File: config.mk
export PLATFORM = sky130hd
export DESIGN_NAME = band_sweep_gen
export DESIGN_NICKNAME = d
export VERILOG_FILES = /design/src/rtl/band_sweep_gen.sv
export SDC_FILE = /design/constraint.sdc
export NUM_CORES = 1
export LEC_CHECK = 0
export CAP_MARGIN = 20
export CORE_UTILIZATION = 45
export DETAILED_ROUTE_END_ITERATION = 8
export PLACE_DENSITY = 0.7
export SYNTH_ARGS = -nofsm -noshare
export SYNTH_HDL_FRONTEND = slang
export SYNTH_SLANG_ARGS = --single-unit
export TNS_END_PERCENT = 50
File: constraint.sdc
create_clock -name clk_i -period 2.9 [get_ports clk_i]
set_input_delay 0.435 -clock clk_i [delete_from_list [all_inputs] [get_ports clk_i]]
set_output_delay 0.435 -clock clk_i [all_outputs]
set_load 0.01 [all_outputs]
File: src/rtl/band_sweep_gen.sv
// ---------------------------------------------------------------------------------------------
// band_sweep_gen
//
// Purpose:
//   Turns a band code (1..NUM_BANDS) into the full run of values covered by that band and
//   streams them out one per accepted beat. This is the inverse of a counter-to-band decoder
//   and is meant to drive stimulus into band-decoded counters.
//   Band b covers lo = (b-1)*BAND_SIZE+1 .. hi = b*BAND_SIZE (defaults: 1->1..3, 2->4..6,
//   3->7..9).
//
// Optional feature (compile-time macro BAND_SWEEP_DIR_EN):
//   When defined, port dir_i exists and is sampled with each accepted request:
//   0 sweeps lo..hi, 1 sweeps hi..lo. When undefined every sweep is ascending.
//
// Ports:
//   clk_i         rising-edge clock
//   rst_ni        asynchronous active-low reset
//   band_valid_i  band_code_i is valid
//   band_ready_o  block can accept a band request (registered)
//   band_code_i   requested band, W bits
//   dir_i         sweep direction (only with BAND_SWEEP_DIR_EN)
//   y_valid_o     y_o holds a valid sweep value (registered)
//   y_ready_i     downstream accepts y_o this cycle
//   y_o           current sweep value, W bits (registered)
//   y_last_o      y_o is the final value of the sweep (registered, qualified by y_valid_o)
//   err_o         one-cycle pulse after an illegal band code was accepted (registered)
// ---------------------------------------------------------------------------------------------
module band_sweep_gen #(
    parameter int unsigned W         = 4,
    parameter int unsigned BAND_SIZE = 3,
    parameter int unsigned NUM_BANDS = 3
) (
    input  logic         clk_i,
    input  logic         rst_ni,
    input  logic         band_valid_i,
    output logic         band_ready_o,
    input  logic [W-1:0] band_code_i,
`ifdef BAND_SWEEP_DIR_EN
    input  logic         dir_i,
`endif
    output logic         y_valid_o,
    input  logic         y_ready_i,
    output logic [W-1:0] y_o,
    output logic         y_last_o,
    output logic         err_o
);

    // -----------------------------------------------------------------------------------------
    // Elaboration-time parameter checks
    // -----------------------------------------------------------------------------------------
    if (BAND_SIZE < 1) begin : g_bad_band_size
        $error("band_sweep_gen: BAND_SIZE must be >= 1");
    end

    if (NUM_BANDS < 1) begin : g_bad_num_bands
        $error("band_sweep_gen: NUM_BANDS must be >= 1");
    end

    // The highest value hi = NUM_BANDS*BAND_SIZE must fit in W bits.
    if ((NUM_BANDS * BAND_SIZE) > ((2 ** W) - 1)) begin : g_bad_range
        $error("band_sweep_gen: NUM_BANDS*BAND_SIZE exceeds 2**W-1");
    end

    localparam logic [W-1:0] BandSizeW = W'(BAND_SIZE);
    localparam logic [W-1:0] NumBandsW = W'(NUM_BANDS);

    // -----------------------------------------------------------------------------------------
    // Declarations
    // -----------------------------------------------------------------------------------------
    typedef enum logic [0:0] {
        StIdle,
        StSweep
    } state_e;

    state_e        state_q, state_d;

    logic          band_ready_q, band_ready_d;
    logic          y_valid_q, y_valid_d;
    logic [W-1:0]  y_q, y_d;
    logic          y_last_q, y_last_d;
    logic          err_q, err_d;
    logic [W-1:0]  end_q, end_d;      // final value of the current sweep
    logic          dir_q, dir_d;      // 1: descending sweep

    logic          req_dir;
    logic          req_acc;
    logic          beat_acc;
    logic          code_legal;
    logic          at_end;
    logic [W-1:0]  code_m1;
    logic [W-1:0]  band_lo;
    logic [W-1:0]  band_hi;
    logic [W-1:0]  y_step;

`ifdef BAND_SWEEP_DIR_EN
    assign req_dir = dir_i;
`else
    assign req_dir = 1'b0;
`endif

    // -----------------------------------------------------------------------------------------
    // Request decode and datapath helpers
    // -----------------------------------------------------------------------------------------
    assign req_acc    = band_valid_i & band_ready_q;
    assign beat_acc   = y_valid_q & y_ready_i;
    assign code_legal = (band_code_i != '0) && (band_code_i <= NumBandsW);

    // Only used when code_legal holds, so the W-bit products cannot overflow.
    assign code_m1 = band_code_i - W'(1);
    assign band_lo = (code_m1 * BandSizeW) + W'(1);
    assign band_hi = band_code_i * BandSizeW;

    assign at_end = (y_q == end_q);
    assign y_step = dir_q ? (y_q - W'(1)) : (y_q + W'(1));

    // -----------------------------------------------------------------------------------------
    // FSM: state register
    // -----------------------------------------------------------------------------------------
    always_ff @(posedge clk_i or negedge rst_ni) begin
        if (!rst_ni) begin
            state_q <= StIdle;
        end else begin
            state_q <= state_d;
        end
    end

    // -----------------------------------------------------------------------------------------
    // FSM: next-state logic
    // -----------------------------------------------------------------------------------------
    always_comb begin
        state_d = state_q;
        unique case (state_q)
            StIdle: begin
                if (req_acc && code_legal) begin
                    state_d = StSweep;
                end
            end
            StSweep: begin
                if (beat_acc && at_end) begin
                    state_d = StIdle;
                end
            end
            default: state_d = StIdle;
        endcase
    end

    // -----------------------------------------------------------------------------------------
    // FSM: output logic (next values of the registered outputs and sweep context)
    // -----------------------------------------------------------------------------------------
    always_comb begin
        band_ready_d = 1'b0;
        y_valid_d    = y_valid_q;
        y_d          = y_q;
        y_last_d     = y_last_q;
        err_d        = 1'b0;       // err is always a single-cycle pulse
        end_d        = end_q;
        dir_d        = dir_q;

        unique case (state_q)
            StIdle: begin
                band_ready_d = 1'b1;
                y_valid_d    = 1'b0;
                y_last_d     = 1'b0;
                if (req_acc) begin
                    if (code_legal) begin
                        band_ready_d = 1'b0;
                        y_valid_d    = 1'b1;
                        dir_d        = req_dir;
                        y_d          = req_dir ? band_hi : band_lo;
                        end_d        = req_dir ? band_lo : band_hi;
                        // Single-value bands are last on their first beat.
                        y_last_d     = (band_lo == band_hi);
                    end else begin
                        // Illegal code: stay ready, leave y untouched.
                        err_d = 1'b1;
                    end
                end
            end
            StSweep: begin
                if (beat_acc) begin
                    if (at_end) begin
                        // Ready goes high on the first idle cycle so the next
                        // request can be taken immediately.
                        y_valid_d    = 1'b0;
                        y_last_d     = 1'b0;
                        band_ready_d = 1'b1;
                    end else begin
                        y_d      = y_step;
                        y_last_d = (y_step == end_q);
                    end
                end
            end
            default: begin
                y_valid_d = 1'b0;
                y_last_d  = 1'b0;
            end
        endcase
    end

    // -----------------------------------------------------------------------------------------
    // Output and sweep-context registers
    // -----------------------------------------------------------------------------------------
    always_ff @(posedge clk_i or negedge rst_ni) begin
        if (!rst_ni) begin
            band_ready_q <= 1'b0;
            y_valid_q    <= 1'b0;
            y_q          <= '0;
            y_last_q     <= 1'b0;
            err_q        <= 1'b0;
            end_q        <= '0;
            dir_q        <= 1'b0;
        end else begin
            band_ready_q <= band_ready_d;
            y_valid_q    <= y_valid_d;
            y_q          <= y_d;
            y_last_q     <= y_last_d;
            err_q        <= err_d;
            end_q        <= end_d;
            dir_q        <= dir_d;
        end
    end

    assign band_ready_o = band_ready_q;
    assign y_valid_o    = y_valid_q;
    assign y_o          = y_q;
    assign y_last_o     = y_last_q;
    assign err_o        = err_q;

endmodule

==> metrics.md <==
| Metric | Value |
|---|---|
| Synth top area share | 0.364 |
| Starting utilization of the core area | 0.496 |
| Register area share after synthesis | 0.364 |
| Worst min-delay path class | flip-flop to flip-flop |
| Number of hold buffers added after CTS | 0 |
| Clock input transition at the sequential cells of the worst setup and hold paths | 0.08 ns |
| Antenna-violating nets left | 0 |
| Mapped Avg Cell Area | 9.61 um^2 |
| Final setup violating endpoints | 0 |
| Sum of negative setup slack | 0 ns |
| Die outline height | 46.6 um |
| Initial DRC count | 6 |
| Cell type contributing the most total cell area after synthesis | sky130_fd_sc_hd__dfrtp_1 |
| Maximum clock rate | 0.463 GHz |
| Residual DRC count | 0 |
| DIE WIDTH | 46.6 um |
| Vias in the first global route | 586 |
| Reg-to-reg critical path startpoint | state_q$_DFF_PN0_ |
| Pin slew with the least headroom to its limit | 0.585 ns |
| Share of synthesized cell area in and, or, nand and nor gates | 0.192 |
| Mean routed wirelength per cell | 12.0 um |
| First-pass GRT wire length | 2690 um |
| Fraction of final layout cells with drive strength greater than 1 | 0.0631 |
| Status | completed |
| Largest cells by area after synthesis | sky130_fd_sc_hd__dfrtp_1, sky130_fd_sc_hd__ha_1, sky130_fd_sc_hd__xnor2_1 |
| Final-report hold violation count | 0 |
| Number of pins with negative max-slew slack in the final report | 0 |
| Max-cap violations | 0 |
| Required time of the critical path | 3.07 ns |
| Die area | 2170 um^2 |
| Total CTS buffers | 3 |
| Terminus of the critical flop-to-flop path | y_o[0]$_DFFE_PN0P_ |
| Design Area, Final | 1100 um^2 |
| Cell area after placement | 1070 um^2 |
| CORE AREA | 1800 um^2 |
| Global-route congestion overflow total | 0 |
| End point of the worst hold path | end_q[2]$_DFFE_PN0P_ |
| Cell leakage power | 0.485 nW |
| Dominant combinational cell family by area after synthesis | simple AND/OR/NAND/NOR gates |
| Compound-Gate Fraction of Synth Area | 0.127 |
| Total power divided by cell area | 859 nW/um^2 |
| Ordered cell list for the critical path | clkdlybuf4s50_1 -> inv_1 -> ha_1 -> xor2_1 -> xnor2_1 -> xnor2_1 -> a221o_1 |
| Kind of capture point of the worst setup path | flip-flop |
| Share of synthesized cell area in full adder, half adder and majority cells | 0.134 |
| Number of buffers inserted by port buffering | 15 |
| Synthesis-to-finish area growth | 23.0% |
| Startpoint kind of the worst setup timing path | primary input |
| Syn Inst Count | 93 |
| Delay of the slowest cell on the worst path | 0.60 ns |
| Slack of the worst reg-to-reg path | 1.07 ns |
| Maximum number of pins on one net before global-route repair | 14 |
| Shortest period the worst path allows | 2.16 ns |
| Number of top-level pins | 16 |
| Number of gates resized after cts | 0 |
| Floorplan row count | 15 |
| Final design utilization | 0.610 |
| H-tree Lvls | 1 |
| Multiplexer share of the synthesized area | 0.0112 |
| Normalized max-slew margin | 0.609 |
| Buffer count from post-CTS setup fixing | 0 |
| Maximum root-to-sink buffer count | 2 |
| Worst vdd rail ir drop | 0.000422 V |
| TritonCTS clock tree | yes |
| Type of the worst setup path | primary input to flip-flop |
| Final HPWL from detailed placement | 1340 um |
| Number of unique standard cell types used by synthesis | 29 |
| Worst EP arrival | 2.33 ns |
| Worst hold path cell count | 2 |
| Pre-CTS worst setup slack | 0.436 ns |
| Max Clock Skew | 0.00528 ns |
| Period utilization | 0.745 |
| Library cell appearing most often on the critical path | sky130_fd_sc_hd__xnor2_1 |
| Root buf cell | sky130_fd_sc_hd__clkbuf_4 |
| Via total after detailed routing | 693 |
| Num Clock Sinks | 13 |
| Worst Reg-to-Reg Cells | 5 |
| Worst hold-check slack | 0.504 ns |
| Number of nets in the finished design | 129 |
| N_diodes | 0 |
| Final worst slack | 0.739 ns |
| #FFs+latches synth | 13 |
| Number of warnings printed during yosys synthesis | 0 |
| Post-Synthesis Cell Area | 893 um^2 |
| Syn_nets | 110 |
| Insertion delay to the later sink of the worst-skew pair | 0.28 ns |
| Routability cong. | 0.844 |
| Vias per std cell | 5.10 |
| Number of detailed-route iterations in the first pass | 4 |
| Xor-xnor portion of the synthesized cell area | 0.137 |
| RSZ-0062 raised after global routing | false |
| Aggregate routed wire length | 1640 um |
| Slowest cell on crit path | sky130_fd_sc_hd__clkdlybuf4s50_1 |
| CP Max Fanout | 6 |
| Total Routing Usage GR | 0.182 |
| Antenna violations before repair | 0 |
| Worst min-delay path startpoint | end_q[2]$_DFFE_PN0P_ |
==> sequential cells by signal, indices dropped and copies added (netlist names) <==
register	count
end_q	4
y_o	4
band_ready_o	1
err_o	1
state_q	1
y_last_o	1
y_valid_o	1
==> area by class of cell <==
cell class	instances	area (um^2)
repair buffers	15	150
clock inverters	1	5.00
inverters	7	26.3
fillers	183	703
clock buffers	3	22.5
well taps	25	31.3
multi-input cells	72	538
flip-flops and latches	13	325
==> routing by layer <==
layer | track usage | up-vias | part of all wire
met5 | 0 | - | 0
met4 | 0.0882 | 0 | 0.017
met3 | 0.0235 | 4 | 0.020
met2 | 0.286 | 13 | 0.48
met1 | 0.242 | 316 | 0.48
li1 | - | 360 | -
==> synth_stat cells (all sizes together) <==
cell type,n
a22o,1
and4bb,1
clkbuf,1
a211oi,1
xor2,4
a32oi,1
nor3,3
o21ai,4
fa,1
dfrtp,13
xnor2,10
mux2i,1
a211o,1
nand3,4
a221o,1
nand2,10
ha,8
and3b,1
inv,7
nand3b,2
a21oi,7
nor4,1
o211ai,1
nor2,6
nor2b,1
nor3b,1
a21boi,1
==> placed cells by master (no fill, tap or decap), drive strengths merged, types with 2 or more instances in the layout <==
master,instances
a21oi,7
clkbuf,3
clkdlybuf4s50,15
dfrtp,13
ha,8
inv,7
nand2,10
nand3,4
nand3b,2
nor2,6
nor3,3
o21ai,4
xnor2,10
xor2,4
==> metrics by stage <==
stage	power [W]	std cells
2_1_floorplan	0.000668	93
3_3_place_gp	0.000830	132
3_5_place_dp	0.000839	132
4_1_cts	0.000954	136
5_1_grt	0.00102	136
6_report	0.000944	136
==> where the power goes <==
part	total [W]	internal [W]	switching (W)	leakage, nW
clock network	0.000114	0.0000512	0.0000625	0.0177
logic	0.000473	0.000260	0.000214	0.305
registers	0.000357	0.000260	0.0000964	0.162
total	0.000944	0.000571	0.000372	0.485
==> critical path, delay by kind of cell <==
| kind | cells | cell delay [ns] |
|---|---|---|
| fa+ha+maj | 1 | 0.27 |
| compound gates | 1 | 0.34 |
| xor+xnor | 3 | 0.54 |
| buf+inv | 2 | 0.74 |
==> worst max path at each step <==
stage	startpoint	endpoint	slack, ns	depth (start not counted)
2_1_floorplan	band_code_i[1]	y_o[3]$_DFFE_PN0P_	1.20	6
4_1_cts	band_code_i[1]	y_o[3]$_DFFE_PN0P_	0.73	7
3_5_place_dp	band_code_i[1]	y_o[3]$_DFFE_PN0P_	0.44	7
6_report	band_code_i[1]	y_o[3]$_DFFE_PN0P_	0.74	7
3_3_place_gp	band_code_i[0]	y_o[3]$_DFFE_PN0P_	0.46	7
5_1_grt	band_code_i[1]	y_o[3]$_DFFE_PN0P_	0.58	7
==> logic make-up after synthesis <==
logic type / count (synthesis)
AND/OR/NAND/NOR: 30
AO/OA/AOI/OAI: 18
XOR/XNOR: 14
flip-flops: 13
adder cells (fa/ha/maj): 9
buffers and inverters: 8
multiplexers: 1
(Power assumes the default switching activity.)
